`config.mk`:
```
export PLATFORM = sky130hd
export DESIGN_NAME = timer_apb_ctrl
export DESIGN_NICKNAME = d
export VERILOG_FILES = /design/src/rtl/timer_apb_ctrl.sv
export SDC_FILE = /design/constraint.sdc
export NUM_CORES = 1
export LEC_CHECK = 0
export ABC_AREA = 1
export CAP_MARGIN = 20
export CORE_UTILIZATION = 30
export DETAILED_ROUTE_END_ITERATION = 6
export PLACE_DENSITY = 0.65
export SYNTH_ARGS = -nofsm -noshare
export SYNTH_HDL_FRONTEND = slang
export SYNTH_SLANG_ARGS = --single-unit
```
`constraint.sdc`:
```
create_clock -name clk -period 2.17 [get_ports clk]
set_input_delay 0.217 -clock clk [delete_from_list [all_inputs] [get_ports clk]]
set_output_delay 0.217 -clock clk [all_outputs]
set_load 0.01 [all_outputs]
```
`src/rtl/timer_apb_ctrl.sv`:
```
// rtl/timer_apb_ctrl.sv - APB register controller for the timer datapath
// Optional byte-lane write strobes: define TIMER_APB_WSTRB_EN.
module timer_apb_ctrl #(
  parameter int WAIT_CYC = 1,
  parameter int ADDR_W   = 12
) (
  input  logic              clk,
  input  logic              rst_n,
  input  logic              psel,
  input  logic              penable,
  input  logic              pwrite,
  input  logic [ADDR_W-1:0] paddr,
  input  logic [31:0]       pwdata,
  input  logic [3:0]        pstrb,
  output logic              pready,
  output logic [31:0]       prdata,
  output logic              pslverr,
  output logic              timer_en,
  output logic              div_en,
  output logic [3:0]        div_val,
  output logic              halt_req,
  input  logic              halt_ack,
  output logic              cnt_wr_lo,
  output logic              cnt_wr_hi,
  output logic [31:0]       cnt_wdata,
  input  logic [31:0]       cnt_lo,
  input  logic [31:0]       cnt_hi
);

  typedef enum logic [1:0] {S_IDLE, S_WAIT, S_READY} state_t;

  localparam logic [1:0] WAIT_INIT = 2'(WAIT_CYC);

  state_t      state;
  logic [1:0]  wcnt;
  logic        wr_lo_pend;
  logic        wr_hi_pend;
  logic        ack_meta;
  logic        ack_sync;

  logic        sel_tcr;
  logic        sel_tdr0;
  logic        sel_tdr1;
  logic        sel_thcsr;
  logic [31:0] tcr_cur;
  logic [31:0] thcsr_cur;
  logic [31:0] tcr_new;
  logic [31:0] thcsr_new;
  logic        tcr_err;
  logic        tdr_err;
  logic [31:0] rd_val;
  logic        go_ready;
  logic        unused_bits;

  assign sel_tcr   = (paddr == ADDR_W'(32'h0));
  assign sel_tdr0  = (paddr == ADDR_W'(32'h4));
  assign sel_tdr1  = (paddr == ADDR_W'(32'h8));
  assign sel_thcsr = (paddr == ADDR_W'(32'hC));

  assign tcr_cur   = {20'h0, div_val, 6'h0, div_en, timer_en};
  assign thcsr_cur = {30'h0, ack_sync, halt_req};

  // Merge write data with current register contents and decide on error responses
  always_comb begin
    tcr_new   = pwdata;
    thcsr_new = pwdata;
    tdr_err   = 1'b0;
`ifdef TIMER_APB_WSTRB_EN
    for (int i = 0; i < 4; i++) begin
      if (!pstrb[i]) begin
        tcr_new[i*8 +: 8]   = tcr_cur[i*8 +: 8];
        thcsr_new[i*8 +: 8] = thcsr_cur[i*8 +: 8];
      end
    end
    tdr_err = (pstrb != 4'hF);
`endif
    // A running timer may only be stopped; its divider settings are frozen.
    tcr_err = (tcr_new[11:8] > 4'h8) ||
              (timer_en && ((tcr_new[1] != div_en) || (tcr_new[11:8] != div_val)));
  end

  // Read multiplexer; unmapped offsets return zero
  always_comb begin
    rd_val = 32'h0;
    if (sel_tcr)   rd_val = tcr_cur;
    if (sel_tdr0)  rd_val = cnt_lo;
    if (sel_tdr1)  rd_val = cnt_hi;
    if (sel_thcsr) rd_val = thcsr_cur;
  end

  // Transfer completes on the edge that moves the FSM into READY
  always_comb begin
    go_ready = 1'b0;
    if (state == S_IDLE && psel && penable && !pready && WAIT_CYC == 0) go_ready = 1'b1;
    if (state == S_WAIT && psel && wcnt <= 2'd1)                         go_ready = 1'b1;
  end

  assign unused_bits = ^{tcr_new[31:12], tcr_new[7:2], thcsr_new[31:1], pstrb};

  // Two-flop synchroniser for the halt acknowledge
  always_ff @(posedge clk or negedge rst_n) begin
    if (!rst_n) begin
      ack_meta <= 1'b0;
      ack_sync <= 1'b0;
    end else begin
      ack_meta <= halt_ack;
      ack_sync <= ack_meta;
    end
  end

  // Access FSM with registered bus response, register commit and load strobes
  always_ff @(posedge clk or negedge rst_n) begin
    if (!rst_n) begin
      state      <= S_IDLE;
      wcnt       <= 2'd0;
      pready     <= 1'b0;
      prdata     <= 32'h0;
      pslverr    <= 1'b0;
      timer_en   <= 1'b0;
      div_en     <= 1'b0;
      div_val    <= 4'h1;
      halt_req   <= 1'b0;
      cnt_wr_lo  <= 1'b0;
      cnt_wr_hi  <= 1'b0;
      cnt_wdata  <= 32'h0;
      wr_lo_pend <= 1'b0;
      wr_hi_pend <= 1'b0;
    end else begin
      cnt_wr_lo <= 1'b0;
      cnt_wr_hi <= 1'b0;

      case (state)
        S_IDLE: begin
          if (psel && penable && !pready) begin
            wcnt  <= WAIT_INIT;
            state <= (WAIT_CYC == 0) ? S_READY : S_WAIT;
          end
        end
        S_WAIT: begin
          if (!psel) begin
            wcnt  <= 2'd0;
            state <= S_IDLE;
          end else if (wcnt <= 2'd1) begin
            wcnt  <= 2'd0;
            state <= S_READY;
          end else begin
            wcnt <= wcnt - 2'd1;
          end
        end
        S_READY: begin
          state      <= S_IDLE;
          pready     <= 1'b0;
          prdata     <= 32'h0;
          pslverr    <= 1'b0;
          cnt_wr_lo  <= wr_lo_pend;
          cnt_wr_hi  <= wr_hi_pend;
          wr_lo_pend <= 1'b0;
          wr_hi_pend <= 1'b0;
        end
        default: state <= S_IDLE;
      endcase

      if (go_ready) begin
        pready <= 1'b1;
        if (!pwrite) begin
          prdata <= rd_val;
        end else if (sel_tcr) begin
          if (tcr_err) begin
            pslverr <= 1'b1;
          end else begin
            timer_en <= tcr_new[0];
            div_en   <= tcr_new[1];
            div_val  <= tcr_new[11:8];
          end
        end else if (sel_tdr0 || sel_tdr1) begin
          if (tdr_err) begin
            pslverr <= 1'b1;
          end else begin
            cnt_wdata  <= pwdata;
            wr_lo_pend <= sel_tdr0;
            wr_hi_pend <= sel_tdr1;
          end
        end else if (sel_thcsr) begin
          halt_req <= thcsr_new[0];
        end
      end
    end
  end

endmodule

```
==> results of run 1 <==
[metrics by stage]
stage	power [W]	utilization (%)	cell area, sq um
2_1_floorplan	0.00161	-	4240
3_3_place_gp	0.00187	45.5	6300
3_5_place_dp	0.00187	45.5	6300
4_1_cts	0.00336	47.7	6600
5_1_grt	0.00344	47.7	6600
6_report	0.00330	47.7	6600
[critical path, cell delays in order]
cell and delay, ps:
clkdlybuf4s50_1 400, nor2_1 110, nand2_1 90, nor2_4 220, nand2_2 240, nand2_4 160
nand2_4 240, nand2_1 160, o21ai_1 70
[what timing repair did]
item	4_1_cts	5_1_grt
hold endpoints to repair	38	0
gates resized for setup	0	0
hold buffers	1	0
[placed cells by master, fill, tap and decap left out, types with 4 or more instances in the layout]
cell / count
nand2_1: 253
inv_1: 18
nand4_1: 7
nand3_1: 54
clkdlybuf4s50_1: 187
buf_4: 4
clkbuf_16: 9
dfrtp_1: 82
nor2_1: 25
buf_12: 6
nand2_2: 6
inv_2: 9
nand3_2: 20
[final cells by class]
type                       count  share of cell area [%]
clock buffer                  13                    4.10
clock inverter                 3                   0.322
inverter                      27                    1.54
multi-input combinational    394                    28.3
sequential                    83                    31.5
tap                          180                    3.41
timing repair buffer         198                    30.8
[layer usage]
layer | global-route usage [%] | up-vias
met1 | 20.9 | 1927
met3 | 3.48 | 11
met5 | 0 | -
li1 | - | 2038
met2 | 30.2 | 113
met4 | 5.63 | 0
[flip-flops by register name, indices dropped and copies added, names as in the netlist, 2 cells and up]
register   flops
cnt_wdata     32
div_val        4
wcnt           2
prdata        32
state          2
[power breakdown]
part           switching (W)  internal (W)  leakage (nW)
registers         0.00000130       0.00155          1.13
logic              0.0000944      0.000194          1.95
clock network       0.000586      0.000869         0.142
total               0.000682       0.00261          3.22
[kinds of logic after synthesis]
logic type             Yosys count  share of synthesized area, %
AND/OR/NAND/NOR                378                          41.3
flip-flops                      83                          49.0
buffers and inverters           51                          6.85
AO/OA/AOI/OAI                   15                          2.63
XOR/XNOR                         1                         0.207
[cells in the mapped netlist]
| cell type | count |
|---|---|
| nand2_1 | 253 |
| dfrtp_1 | 82 |
| nand3_1 | 54 |
| nor2_1 | 25 |
| nand3_2 | 20 |
| inv_1 | 18 |
| inv_2 | 9 |
| clkbuf_1 | 8 |
| buf_6 | 7 |
| nand4_1 | 7 |
| nand2_2 | 6 |
| buf_2 | 5 |
| nor2_4 | 3 |
| o21ai_0 | 3 |
| o21ai_1 | 3 |
| o21ai_2 | 3 |
| a21oi_1 | 2 |
| buf_12 | 2 |
| buf_4 | 2 |
| nand2_4 | 2 |
| nand3_4 | 2 |
| nor2_2 | 2 |
| nor2_8 | 2 |
| nor3_1 | 2 |
| a21boi_0 | 1 |
| a21oi_4 | 1 |
| dfstp_2 | 1 |
| o22a_1 | 1 |
| o31ai_2 | 1 |
| xnor2_1 | 1 |
[final timing paths]
kind,slack (ps),endpoint,cells past startpoint,start
max,440,cnt_wdata[0]$_DFFE_PN0P_,9,paddr[5]
max in group asynchronous,1150,ack_sync$_DFF_PN0_,3,rst_n
min in group asynchronous,420,div_val[1]$_DFFE_PN0P_,2,rst_n
max reg2reg,490,prdata[14]$_DFF_PN0_,9,state[1]$_DFFE_PN0P_
min reg2reg,360,ack_sync$_DFF_PN0_,0,ack_meta$_DFF_PN0_
min,330,ack_meta$_DFF_PN0_,1,halt_ack
==> flow_summary.toml, run 1 <==
[min_path]
hp-class = "in2reg"

[detailed_routing]
wirelength_um = 11800
met2_length_um = 5840
ant_nets = 0
first_pass_iters = 4
m1WireLength_um = 5200
detail_route.wl_per_cell_um = 13.1
drcViolationCount = 0
num_vias = 4089
wl_met3_um = 607
drt_iter0_drc = 206
vias_per_cell = 4.55
highest_layer = "met4"

[floorplan]
initial_utilization_pct = 30.6
core_sq_um = 13800
die_w_um = 121
ios = 193
die_h_um = 121
fp-row-count = 43
die_area_sq_um = 14600

[sta]
hold_ws_ps = 328
setup_tns_ps = 0
period_share_pct = 79.7
fmax_ghz = 0.578
tightest_slew_ps = 556
slew_viol_final = 0
final-hold-violation-count = 0
setup_violations = 0
fin_skew_ps = 4.47
rsz0062_at_grt = "no"
finalCriticalPeriod_ps = 1730
finalWorstSetupSlack_ps = 441
maxSlewHeadroom_pct = 62.9

[place]
hpwl_um = 8780
dp.cells = 881
io_buffers = 188
dp_slack_ps = 83.5
gp_congestion = 0.843

[worst_setup_path]
path_max_fanout = 37
worstSetupEndpointType = "flip-flop"
worstSetupPathType = "in2reg"
arrival_ps = 1930
crit_path_start_kind = "input pin"
critical_path_required_ps = 2370

[power_and_ir_drop]
ir_drop_mv = 0.277
pwr_density_cell_nw_per_um2 = 499
leakage_nw = 3.22

[global_route]
grt_max_degree = 42
grt_pass1_vias = 4079
grt_pass1_wl_um = 19800
grt-ovfl-total = 0
antenna_found_initial = 0
grt.total_usage_pct = 17.2

[clocking]
cts.sinks = 83
clkTransAtPathRegs_ps = 60
cts_root_buf = "clkbuf_16"
postCtsSetupRepairBufs = 0
cts_tree = "done"
cts_buffers = 9
clkLatencyLatePin_ps = 330
cts-htree-levels = 3
clockBufferDepth = 2

[synthesis]
ys_seq_elements = 83
synth_top_cell_by_area = "dfrtp_1"
synthesis.nets = 646
synth_cells = 528
yosys-top-cells-area = "dfrtp_1 48%, nand2_1 22%, nand3_1 6.4%, nand3_2 4.7%, nor2_1 2.2%"
yosysWarnings = 0
yosysSeqAreaShare_pct = 49.0
synth_area_sq_um = 4240
yosysTopAreaCellShare_pct = 48.4
yosys.cell_types.count = 30
postSynthAreaPerCell_sq_um = 8.03

[final_layout]
nNetsFinal = 831
area.sequential_sq_um = 2080
syn_to_final_growth_pct = 55.7
nFillCells = 1332
antennaDiodeCount = 0
multiInputGateArea_sq_um = 1870
fin_cells = 898
drive_gt1_share_pct = 10.7

[job]
max_cap_viol_count = 0

[run_status]
status = "complete, no violations"
No activity file was read; power rests on OpenSTA's default activity.
==> run 2, diff against run 1 <==
clock period = 1.65 ns   (was 2.17 ns; I/O delays follow)
==> flow_summary.toml, run 2 (same netlist as run 1, synthesis figures left out) <==
[run_status]
status = "complete, no violations"

[place]
io_buffers = 188
hpwl_um = 8870
dpl-instance-area_sq_um = 6490
dp_slack_ps = -118
gp_congestion = 0.892

[worst_setup_path]
worstSetupEndpointType = "output port"
cp_slowest_cell = "clkdlybuf4s50_1"
reg2reg_from = "div_val[0]$_DFFE_PN1P_"
path_max_fanout = 5
critical_path_required_ps = 1480
cp_cell_sequence = "clkdlybuf4s50_1"
cp_top_family = "buffers and inverters"
cp.buffers_inverters = 1
arrival_ps = 1360
critPathMaxStageDelay_ps = 580
startpoint = "div_val[3]$_DFFE_PN0P_"
crit_path_start_kind = "flip-flop"
worstSetupPathType = "reg2out"

[clocking]
clockBufferDepth = 2
cts_buffers = 9
clkTransAtPathRegs_ps = 60
clkLatencyLatePin_ps = 340
postCtsSetupRepairBufs = 0
cts-htree-levels = 3
cts.sinks = 83
cts_root_buf = "clkbuf_16"
cts_tree = "done"

[detailed_routing]
detail_route.wl_per_cell_um = 12.7
wl_met3_um = 593
m1WireLength_um = 5060
drt_iter0_drc = 185
met2_length_um = 5870
num_vias = 4109
highest_layer = "met4"
ant_nets = 0
drcViolationCount = 0
wirelength_um = 11700
vias_per_cell = 4.46
first_pass_iters = 4

[global_route]
grt_pass1_wl_um = 19100
grt_pass1_vias = 3964
grt-ovfl-total = 0
grt_max_degree = 38
antenna_found_initial = 0
grt.total_usage_pct = 16.7

[sta]
finalWorstSetupSlack_ps = 123
fin_skew_ps = 4.13
fmax_ghz = 0.655
maxSlewHeadroom_pct = 69.6
rsz0062_at_grt = "no"
tightest_slew_ps = 456
period_share_pct = 92.5
slew_viol_final = 0
hold_ws_ps = 290
final-hold-violation-count = 0
finalCriticalPeriod_ps = 1530
setup_violations = 0

[final_layout]
final_common_cell = "nand2_1"
reg.largest.list = "cnt_wdata x32, prdata x32, div_val x4"
syn_to_final_growth_pct = 60.9
drive_gt1_share_pct = 13.2
antennaDiodeCount = 0
nNetsFinal = 855
final_util_pct = 49.3
final_cell_mix = "253 x nand2_1, 186 x clkdlybuf4s50_1, 82 x dfrtp_1"
final_area_sq_um = 6820

[floorplan]
fp-row-count = 43
die_h_um = 121
die_w_um = 121
ios = 193
initial_utilization_pct = 30.6
die_area_sq_um = 14600
core_sq_um = 13800

[min_path]
hp-class = "in2reg"
min_from = "halt_ack"

[power_and_ir_drop]
intPower_w = 0.00367
clock_power_share_pct = 46.3
p_switching_w = 0.000870
power_frac_comb_pct = 8.7
leakage_nw = 3.36
ir_drop_mv = 0.489
pwr_density_cell_nw_per_um2 = 666
p_sw_share_pct = 19.2
seqPwrFrac_pct = 45.0

[job]
max_cap_viol_count = 0
-- run 2: layer usage --
metal | vias up | track usage, %
met3 | 13 | 3.52
met2 | 118 | 28.9
li1 | 2073 | -
met5 | - | 0
met1 | 1905 | 20.4
met4 | 0 | 5.63
-- run 2: area by class of cell --
class,instances,area (sq um)
clock buffer,13,250
clock inverter,2,60.1
fill,1312,7010
inverter,27,106
multi-input combinational,394,1870
sequential,83,2080
tap,180,225
timing repair buffer,222,2230
-- run 2: path summary, 6_finish.rpt --
check / cells past startpoint / slack (ps) / endpoint
min in group asynchronous: 2 / 310 / cnt_wdata[8]$_DFFE_PN0P_
setup / recovery: 1 / 120 / div_val[3]
max in group asynchronous: 3 / 760 / state[1]$_DFFE_PN0P_
hold / removal: 1 / 290 / ack_meta$_DFF_PN0_
setup reg to reg: 9 / 150 / timer_en$_DFFE_PN0P_
hold reg to reg: 0 / 350 / ack_sync$_DFF_PN0_
-- run 2: per-stage QoR --
step | TNS [ps] | std cells | total power (W)
after global placement | -3530 | 905 | 0.00247
after floorplan | 0 | 528 | 0.00211
final | 0 | 921 | 0.00454
after detailed placement | -5320 | 905 | 0.00247
after CTS | 0 | 921 | 0.00462
after global routing | 0 | 921 | 0.00472
-- run 2: power groups by stage --
stage	clock, W	sequential [W]	combinational, W
after detailed placement	0	0.00208	0.000395
after floorplan	0	0.00208	0.0000356
final	0.00210	0.00204	0.000394
after global routing	0.00225	0.00204	0.000425
after global placement	0	0.00208	0.000392
after CTS	0.00218	0.00204	0.000399
-- run 2: repair_timing --
action	CTS	global route
endpoints found under the setup margin	0	32
hold buffers	1	0
gates resized for setup	0	5
endpoints found under the hold margin	30	0
==> run 3, diff against run 2 <==
CORE_MARGIN = 3   (was unset)
==> flow_summary.toml, run 3 (same netlist as run 1, synthesis figures left out) <==
[run_status]
status = "complete, no violations"

[power_and_ir_drop]
leakage_nw = 3.37
ir_drop_mv = 0.400
clock_power_share_pct = 44.6
pwr_density_cell_nw_per_um2 = 648
p_sw_share_pct = 20.1
intPower_w = 0.00353
p_switching_w = 0.000887
power_frac_comb_pct = 9.1
seqPwrFrac_pct = 46.3

[global_route]
grt-ovfl-total = 0
met2_usage_pct = 28.6
use_met3_pct = 4.07
grt_pass1_wl_um = 20900
grt-busiest-layer = "met2"
grt_pass1_vias = 4313
grt_use_met1_pct = 19.5
grt_max_degree = 84
grt.total_usage_pct = 16.1
antenna_found_initial = 0

[worst_setup_path]
cp.buffers_inverters = 1
cp_slowest_cell = "clkdlybuf4s50_1"
arrival_ps = 1350
path_depth = 1
path_max_fanout = 5
reg2reg_from = "state[1]$_DFFE_PN0P_"
cp_cell_sequence = "clkdlybuf4s50_1"
reg2reg_depth = 9
critical_path_required_ps = 1480
cp_top_family = "buffers and inverters"
worstSetupEndpointType = "output port"
crit_path_start_kind = "flip-flop"
critPathMaxStageDelay_ps = 580
startpoint = "div_val[2]$_DFFE_PN0P_"
worstSetupPathType = "reg2out"

[final_layout]
nFillCells = 1272
final_area_sq_um = 6810
fin_cells = 923
final_util_pct = 50.4
antennaDiodeCount = 0
multiInputGateArea_sq_um = 1870
area.sequential_sq_um = 2080
nNetsFinal = 860
drive_gt1_share_pct = 13.8
final_common_cell = "nand2_1"
final_cell_mix = "253 x nand2_1, 186 x clkdlybuf4s50_1, 82 x dfrtp_1"
reg.largest.list = "cnt_wdata x32, prdata x32, div_val x4"
syn_to_final_growth_pct = 60.6

[clocking]
cts_tree = "done"
cts-htree-levels = 3
cts.sinks = 83
clkLatencyLatePin_ps = 330
clockBufferDepth = 2
cts_root_buf = "clkbuf_16"
cts_buffers = 9
postCtsSetupRepairBufs = 0
clkTransAtPathRegs_ps = 60

[sta]
rsz0062_at_grt = "no"
setup_tns_ps = 0
fmax_ghz = 0.659
period_share_pct = 91.9
maxSlewHeadroom_pct = 70.7
tightest_slew_ps = 440
final-hold-violation-count = 0
setup_violations = 0
hold_ws_ps = 301
slew_viol_final = 0
finalCriticalPeriod_ps = 1520
fin_skew_ps = 5.56

[floorplan]
fp-row-count = 42
die_h_um = 125
initial_utilization_pct = 31.4
core_sq_um = 13500
die_area_sq_um = 15600
ios = 193
die_w_um = 125

[job]
max_cap_viol_count = 0

[min_path]
min_path_cells = 1
min_from = "halt_ack"
hp-class = "in2reg"

[detailed_routing]
detail_route.wl_per_cell_um = 13.4
wirelength_um = 12400
drcViolationCount = 0
first_pass_iters = 4
ant_nets = 0
num_vias = 4166
drt_iter0_drc = 186
vias_per_cell = 4.51

[place]
dpl-instance-area_sq_um = 6500
hpwl_um = 9400
gp_congestion = 0.843
dp.cells = 906
io_buffers = 188
==> run 3: cell types whose count changed in the layout (fill, tap and decap cells not counted) <==
cell / change
buf_4: +6
buf_12: -2
buf_6: +1
bufinv_16: -1
clkbuf_1: +1
clkinv_2: +1
==> run 3: final cells by class <==
type	instances	area share [%]
tap	176	3.24
sequential	83	30.5
multi-input combinational	394	27.5
inverter	27	1.56
timing repair buffer	227	33.0
clock inverter	2	0.515
clock buffer	14	3.73
==> run 3: power groups by stage <==
stage               Sequential [W]  Combinational [W]  Clock [W]
floorplan                  0.00208          0.0000356          0
global placement           0.00208           0.000400          0
detailed placement         0.00208           0.000404          0
CTS                        0.00204           0.000410    0.00202
global route               0.00204           0.000437    0.00210
finish                     0.00204           0.000404    0.00197
==> run 3: repair_timing <==
action                                  4_1_cts  5_1_grt
endpoints found under the setup margin        0       33
gates resized for setup                       0        6
hold endpoints to repair                     82        0
hold buffers                                  1        0
==> run 3: worst reg2reg max path: stages (launching register included) <==
cell and delay, ps:
dfrtp_1 370, inv_2 70, nand2_2 100, nor2_8 130, nand3_4 100, buf_4 170, nor2_8 170, nand3_4 130
nand2_1 90, nand2_1 50
==> run 3: layer usage <==
metal  share of wire [%]  up-vias  wire length, um
met5                   0        -                0
met4                 1.1        0              140
met3                 6.3       11              777
met2                  51      135             6290
met1                  42     1939             5200
li1                    -     2081                -
==> run 3: final timing paths <==
path,to,slack (ps)
hold reg to reg,ack_sync$_DFF_PN0_,350
min in group asynchronous,cnt_wdata[11]$_DFFE_PN0P_,420
setup / recovery,div_val[2],130
max in group asynchronous,div_val[0]$_DFFE_PN1P_,890
hold / removal,ack_meta$_DFF_PN0_,300
setup reg to reg,div_val[1]$_DFFE_PN0P_,160
==> run 3: stage by stage <==
stage	power, W	worst slack [ps]
5_1_grt	0.00457	38.1
3_5_place_dp	0.00248	-213
3_3_place_gp	0.00248	-182
2_1_floorplan	0.00211	258
6_report	0.00441	133
4_1_cts	0.00448	9.54
